$ cat src/rtl/writeback_commit_pkg.sv
// Shared types for the writeback/commit stage: memory-stage bundles, register-file
// write bundles, exception classes and the commit-trace entry.
package writeback_commit_pkg;

   typedef logic [4:0] creg_addr_t;

   typedef enum logic [2:0] {
      NORMAL    = 3'd0,
      BRANCH    = 3'd1,
      EXCEPTION = 3'd2,
      ERET      = 3'd3
   } ctype_t;

   typedef struct packed {
      logic regwrite;
      logic memtoreg;
      logic hitoreg;
      logic lotoreg;
      logic cp0toreg;
   } control_t;

   typedef struct packed {
      logic        valid;
      logic [31:0] pc;
      ctype_t      ctype;
      control_t    ctl;
      creg_addr_t  wa;
      logic [31:0] alu_out;
      logic [31:0] rd;
   } memory_data_t;

   typedef struct packed {
      logic        valid;
      logic [31:0] pc;
      creg_addr_t  wa;
      logic [31:0] wd;
      control_t    ctl;
   } writeback_data_t;

   typedef struct packed {
      logic [31:0] pc;
      creg_addr_t  wa;
      logic [31:0] wd;
   } trace_entry_t;

   function automatic logic isTrap(input ctype_t c);
      return (c == EXCEPTION) || (c == ERET);
   endfunction

   // HI/LO/CP0 moves outrank a load, which outranks the ALU result.
   function automatic logic [31:0] selectWd(input memory_data_t m, input logic [31:0] hi,
                                            input logic [31:0] lo, input logic [31:0] cp0);
      if (m.ctl.hitoreg)       return hi;
      else if (m.ctl.lotoreg)  return lo;
      else if (m.ctl.cp0toreg) return cp0;
      else if (m.ctl.memtoreg) return m.rd;
      else if (m.ctl.regwrite) return m.alu_out;
      else                     return 32'd0;
   endfunction

endpackage

$ cat src/rtl/writeback_commit_fifo.sv
// Commit-trace FIFO: up to LANES pushes per cycle packed in lane order, one pop per cycle.
module commit_trace_fifo
   import writeback_commit_pkg::*;
#(
   parameter int LANES = 2,
   parameter int DEPTH = 8
) (
   input  logic                   clk,
   input  logic                   reset,
   input  logic [LANES-1:0]       pushValid,
   input  trace_entry_t           pushData [LANES],
   input  logic                   popReady,
   output logic                   popValid,
   output trace_entry_t           popData,
   output logic [$clog2(DEPTH):0] count,
   output logic                   canAccept
);

   localparam int PTR_W = $clog2(DEPTH);
   localparam int CNT_W = PTR_W + 1;

   trace_entry_t     mem [DEPTH];
   logic [PTR_W-1:0] rdPtr;
   logic [PTR_W-1:0] wrPtr;
   logic [PTR_W-1:0] slot [LANES];
   logic [CNT_W-1:0] pushCount;
   logic             popFire;

   assign popValid  = (count != '0);
   assign popData   = mem[rdPtr];
   assign popFire   = popValid & popReady;
   assign canAccept = (count <= CNT_W'(DEPTH - LANES));

   // Skipped lanes leave no hole: each pushing lane lands after the ones below it.
   always_comb begin
      pushCount = '0;
      for (int i = 0; i < LANES; i++) begin
         slot[i] = wrPtr + PTR_W'(pushCount);
         if (pushValid[i]) pushCount = pushCount + CNT_W'(1);
      end
   end

   always_ff @(posedge clk) begin
      for (int i = 0; i < LANES; i++) begin
         if (pushValid[i]) mem[slot[i]] <= pushData[i];
      end
   end

   always_ff @(posedge clk or posedge reset) begin
      if (reset) begin
         rdPtr <= '0;
         wrPtr <= '0;
         count <= '0;
      end else begin
         wrPtr <= wrPtr + PTR_W'(pushCount);
         rdPtr <= rdPtr + PTR_W'(popFire);
         count <= count + pushCount - CNT_W'(popFire);
      end
   end

endmodule

$ cat src/rtl/writeback_commit.sv
// Writeback/commit stage: resolves per-lane register writes for a multi-issue group,
// registers them for the register file and logs committed writes to a trace FIFO.
module writeback_commit
   import writeback_commit_pkg::*;
#(
   parameter int LANES       = 2,
   parameter int TRACE_DEPTH = 8
) (
   input  logic                         clk,
   input  logic                         reset,
   input  memory_data_t                 dataM [LANES],
   input  logic                         m_valid,
   output logic                         m_ready,
   input  logic [31:0]                  hi_rd,
   input  logic [31:0]                  lo_rd,
   input  logic [31:0]                  cp0_rd,
   input  logic                         flush,
   output writeback_data_t              dataW [LANES],
   output logic                         trace_valid,
   input  logic                         trace_ready,
   output logic [31:0]                  trace_pc,
   output logic [31:0]                  trace_wd,
   output creg_addr_t                   trace_wa,
   output logic [$clog2(TRACE_DEPTH):0] trace_count
);

   logic             accept;
   logic             trapSeen;
   logic [LANES-1:0] baseEn;
   logic [LANES-1:0] finalEn;
   logic [LANES-1:0] pushValid;
   logic [31:0]      laneWd [LANES];
   trace_entry_t     pushData [LANES];
   trace_entry_t     popData;

   assign accept = m_valid & m_ready & ~flush;

   // A trap squashes itself and every younger lane; among surviving writers to the
   // same register only the youngest lane keeps its enable.
   always_comb begin
      trapSeen = 1'b0;
      baseEn   = '0;
      finalEn  = '0;
      for (int i = 0; i < LANES; i++) begin
         laneWd[i] = selectWd(dataM[i], hi_rd, lo_rd, cp0_rd);
         if (dataM[i].valid && isTrap(dataM[i].ctype)) trapSeen = 1'b1;
         baseEn[i] = dataM[i].valid && dataM[i].ctl.regwrite && !trapSeen && (dataM[i].wa != '0);
      end
      for (int i = 0; i < LANES; i++) begin
         finalEn[i] = baseEn[i];
         for (int j = i + 1; j < LANES; j++) begin
            if (baseEn[j] && (dataM[j].wa == dataM[i].wa)) finalEn[i] = 1'b0;
         end
      end
   end

   always_comb begin
      for (int i = 0; i < LANES; i++) begin
         pushValid[i] = accept & finalEn[i];
         pushData[i]  = '{pc: dataM[i].pc, wa: dataM[i].wa, wd: laneWd[i]};
      end
   end

   // Payload is held between groups; only the valid bits drop when nothing is accepted.
   always_ff @(posedge clk or posedge reset) begin
      if (reset) begin
         for (int i = 0; i < LANES; i++) dataW[i] <= '0;
      end else if (accept) begin
         for (int i = 0; i < LANES; i++) begin
            dataW[i] <= '{valid: finalEn[i], pc: dataM[i].pc, wa: dataM[i].wa,
                          wd: laneWd[i], ctl: dataM[i].ctl};
         end
      end else begin
         for (int i = 0; i < LANES; i++) dataW[i].valid <= 1'b0;
      end
   end

   commit_trace_fifo #(
      .LANES (LANES),
      .DEPTH (TRACE_DEPTH)
   ) traceFifo (
      .clk       (clk),
      .reset     (reset),
      .pushValid (pushValid),
      .pushData  (pushData),
      .popReady  (trace_ready),
      .popValid  (trace_valid),
      .popData   (popData),
      .count     (trace_count),
      .canAccept (m_ready)
   );

   assign trace_pc = popData.pc;
   assign trace_wa = popData.wa;
   assign trace_wd = popData.wd;

endmodule
$ cat config.mk
export PLATFORM = sky130hd
export DESIGN_NAME = writeback_commit
export DESIGN_NICKNAME = d
export VERILOG_FILES = /design/src/rtl/writeback_commit_pkg.sv /design/src/rtl/writeback_commit_fifo.sv /design/src/rtl/writeback_commit.sv
export SDC_FILE = /design/constraint.sdc
export NUM_CORES = 1
export LEC_CHECK = 0
export ABC_CLOCK_PERIOD_IN_PS = 7400
export BUFFER_PORTS_ARGS = -buffer_cell sky130_fd_sc_hd__buf_2
export CAP_MARGIN = 20
export CORE_MARGIN = 2
export CORE_UTILIZATION = 50
export CTS_CLUSTER_SIZE = 25
export DETAILED_ROUTE_END_ITERATION = 8
export PLACE_DENSITY = 0.76
export SETUP_SLACK_MARGIN = 0.5
export SLEW_MARGIN = 0
export SYNTH_ARGS = -nofsm -noshare
export SYNTH_HDL_FRONTEND = slang
export SYNTH_HIERARCHICAL = 1
export SYNTH_SLANG_ARGS = --single-unit
$ cat constraint.sdc
create_clock -name clk -period 7.4 [get_ports clk]
set_clock_uncertainty 0.2 [all_clocks]
set_input_delay 1.11 -clock clk [delete_from_list [all_inputs] [get_ports clk]]
set_output_delay 1.11 -clock clk [all_outputs]
set_load 0.01 [all_outputs]
# Word level (Yosys, flattened, before mapping)
# Memories as Yosys holds them, arrays and structs flattened.
# Cells that the tools add are included.
# word_totals
in_bits	321
wordCells	77
regBits	160
ramBits	552
mem_count	1
out_inout_bits	225
# classes
eq_ne	5
order_cmp	1
n_reduce_logical	16
muxes	21
n_addsub	6
bitwise_logic	6
# mem_list
name	words	word_bits	read_ports	rd_clocked_by_memory_dff	wr	line_no	rtl
traceFifo.mem	8	69	1	0	2	writeback_commit_fifo.sv:22	trace_entry_t mem [DEPTH];
# ops
operator	n
$mux 32	10
$eq 3x2->1 const B	4
$mux 1	10
$reduce_bool 5->1	2
$logic_and 1x1->1	9
$add 3x1->3	2
$and 1x1->1	5
$eq 5x5->1	1
$add 4x4->4	1
$le 4x3->1 const B	1
$mux 4	1
$reduce_bool 4->1	1
$sub 4x1->4	1
$add 3x3->3	1
$add 1x1->2 const B	1
$logic_not 1->1	2
$logic_or 1x1->1	2
$not 1->1	1

# Longest topological paths before layout
# logic_depth
word_depth	16
ltp_mapped	18
ltp_nobuf	16

# Hierarchy
# Netlist, hierarchy kept.
# by_module_without_submodules
mod	cells_each	area_per_inst_um2	instances
commit_trace_fifo	1481	27884.2	1
writeback_commit	726	7811.2	1

# Worst setup path after synthesis
# No wires, ideal clock.
# synth_timing
path_type	input-to-reg
from	in flush
to	mem traceFifo/mem[0][0] in the netlist's numbering, enable pin
stages	8
n_path_buf	2
t_arrival_ns	7.492
slack_ns	-0.891
path_cell_list	nand3b_1 > clkbuf_1 > buf_2 > nor3_1 > o21ai_0 > a21oi_1 > nand2b_1 > o31ai_1
# synth_rtl
element	line_no	rtl
start: declaration	writeback_commit.sv:17	input logic flush,
end: declaration	writeback_commit_fifo.sv:22	

==> impl_metrics.tcl <==
set metrics [dict create \
    place_hpwl_mm 64.94 \
    die_w_um 271.2 \
    ys_warn_count 6 \
    yosysUniqueCellTypes 46 \
    hold_class "reg -> reg" \
    clock_latency_ns 0.62 \
    cts_setup_buffers 0 \
    cts_buffer_depth 3 \
    dr_total_vias 23200 \
    cts_buffers 78 \
    hold_violations 0 \
    synth_area_leaders "edfxtp_1, mux2_2, dfrtp_1, mux4_2, a21oi_1" \
    worstPathArrival_ns 5.45 \
    die-height_um 271.2 \
    synthArstFlopShare_pct 22.47 \
    wl_per_cell_um 28.24 \
    start_kind "register" \
    setup_viol 0 \
    final_common_cell "mux2_2" \
    rsz0062_at_grt "no" \
    vias_per_cell 6.228 \
    initial_core_util_pct 50.71 \
    synth_top_area_cell "edfxtp_1" \
    ys_seq_area_share_pct 57.65 \
    synth_edf_count 552 \
    gr-total-overflow 0 \
    tns_ns 0 \
    final_area_um2 42090 \
    ys_ff_latch 712 \
    ctsHtreeMaxLevel 3 \
    drive_above_1_share_pct 58.50 \
    cts_tree "built" \
    fin_crit_sh_pct 73.25 \
    syn_nets 2543 \
    synthesis.instances 2207 \
    grt_pass1_wl_mm 156.4 \
    end_kind "register" \
    fp-row-count 97 \
    track_usage_pct 28.34 \
    syn_area_per_cell_um2 16.17 \
    drtIter0Drc 2079 \
    p_leak_uw 0.01546 \
    fin_crit_ns 5.421 \
    fmax_mhz 184.5 \
    grt_max_degree 91 \
    required_ns 7.43 \
    area_growth_pct 17.91 \
    cap_violations 0 \
    clk_pin_slew_ns 0.06 \
    postCtsResizedCells 0 \
    holdWs_ns 0.2798 \
    final_cell_mix "mux2_2, edfxtp_1, buf_2" \
    firstDrtPassIters 8 \
    core-area_um2 70390 \
    syn-cell-area_um2 35700 \
    power_density_nw_per_um2 323.2 \
    routed_wl_mm 105.2 \
    ant_nets 0 \
    critPathMaxFanout 53 \
    cts_sinks 712 \
    clockRootBuffer "clkbuf_16" \
    setup_ws_ns 1.979 \
    p_total_uw 13600 \
    synth_ff_type "edfxtp_1" \
    portBuffers 543 \
    drcViolationCount 0 \
    critPathKind "reg -> reg" \
    nets 3052 \
    slew_violations 0 \
    ir_drop_mv 0.3036 \
    place_area_um2 39450 \
    dp_slack_ns 1.683 \
    outcome "finished clean" \
    hold_buffers 0 \
    grt_pass1_vias 24390 \
    tightest_slew_ns 1.080 \
    num_io_pins 546 \
    die-area_um2 73540 \
    place.gp.congestion 1.013 \
    slew_headroom_pct 28.02 \
    netlist.area_leader.share_pct 46.44 \
    antenna_found_initial 6 \
]
==> report_power, final <==
| part | leakage [uW] | switching, uW | internal (uW) | total (uW) |
|---|---|---|---|---|
| registers | 0.00687 | 450 | 4850 | 5300 |
| logic | 0.00732 | 2200 | 2120 | 4320 |
| clock network | 0.00127 | 1610 | 2380 | 3980 |
==> metal layers <==
metal	track usage, %	share of wire [%]	wire length (um)	vias up
met2	47.18	49	51630	1098
li1	-	-	-	9838
met1	37.77	40	42240	11990
met3	5.157	7.5	7876	275
met4	9.456	3.3	3422	2
met5	0	0.013	14	-
==> path summary, 6_finish.rpt <==
kind,from,end,slack [ns],cells past startpoint
max in group asynchronous,reset,dataW[106],5.06,3
setup / recovery,traceFifo/count[3],traceFifo/mem[0][65],1.98,15
min in group asynchronous,reset,traceFifo/wrPtr[1],0.35,2
hold / removal,dataW[95],dataW[95],0.28,2
setup reg to reg,traceFifo/count[3],traceFifo/mem[0][65],1.98,15
hold reg to reg,dataW[95],dataW[95],0.28,2
==> synth_stat cells, types with 3 or more instances <==
library cell and count:
xor2_1 6, o21ai_0 4, a22oi_1 38, a221o_1 25
buf_1 8, a21oi_2 28, nand3b_1 3, mux4_2 138
ha_1 13, a21oi_1 126, nor2b_1 4, buf_2 90
o22ai_1 43, nand2_1 36, buf_4 4, nor2_1 29
clkbuf_1 50, inv_1 37, edfxtp_1 552, mux2_2 733
buf_6 8, nor3_1 3, xnor2_1 3, dfrtp_1 160
mux2_1 9, nand2b_1 5, o31ai_1 26
==> critical path, stage by stage (launching register included) <==
cell and delay [ns]:
dfrtp_1 0.37, inv_1 0.07, ha_1 0.18, nand2_1 0.08, mux2i_1 0.23, nand3b_1 0.48, nor3_1 0.32, o21ai_0 0.12
a21oi_1 0.14, buf_4 0.19, ha_1 0.16, ha_1 0.26, nor3b_1 0.61, nand2_4 0.55, o31ai_4 0.20, buf_4 0.82
==> sequential cells by signal, indices dropped and copies added, names as in the netlist <==
name and count:
traceFifo/rdPtr 3, dataW 150, traceFifo/count 4, traceFifo/wrPtr 3, traceFifo/mem 552
==> cell families (layout without fill, tap and decap cells) <==
| family | count (synthesis) | count (layout) | share of synthesized area [%] |
|---|---|---|---|
| flops | 712 | 712 | 57.65 |
| mux | 881 | 881 | 32.14 |
| compound gates | 295 | 295 | 5.412 |
| simple gates | 95 | 95 | 1.304 |
| xor+xnor | 11 | 11 | 0.3120 |
| buf+inv | 198 | 772 | 2.608 |
| other cells | 0 | 4 | 0 |
| fa+ha+maj | 15 | 15 | 0.5679 |
==> through the flow <==
stage	std cells	utilization, %
after floorplan	2207	-
after global placement	3575	56.00
after detailed placement	3576	56.04
after CTS	3721	59.78
after global routing	3725	59.79
final	3725	59.79
==> cell type report <==
type                            instances  area (um2)
Tap cell                              940        1176
Clock buffer                          104        2120
Clock inverter                         41       511.7
Timing Repair Buffer                  589        3196
Sequential cell                       712       20590
Inverter                               38       147.6
Fill cell                            5340       28300
Antenna cell                            4       10.01
Multi-Input combinational cell       1297       14340
Power figures use the tool's default switching activity.
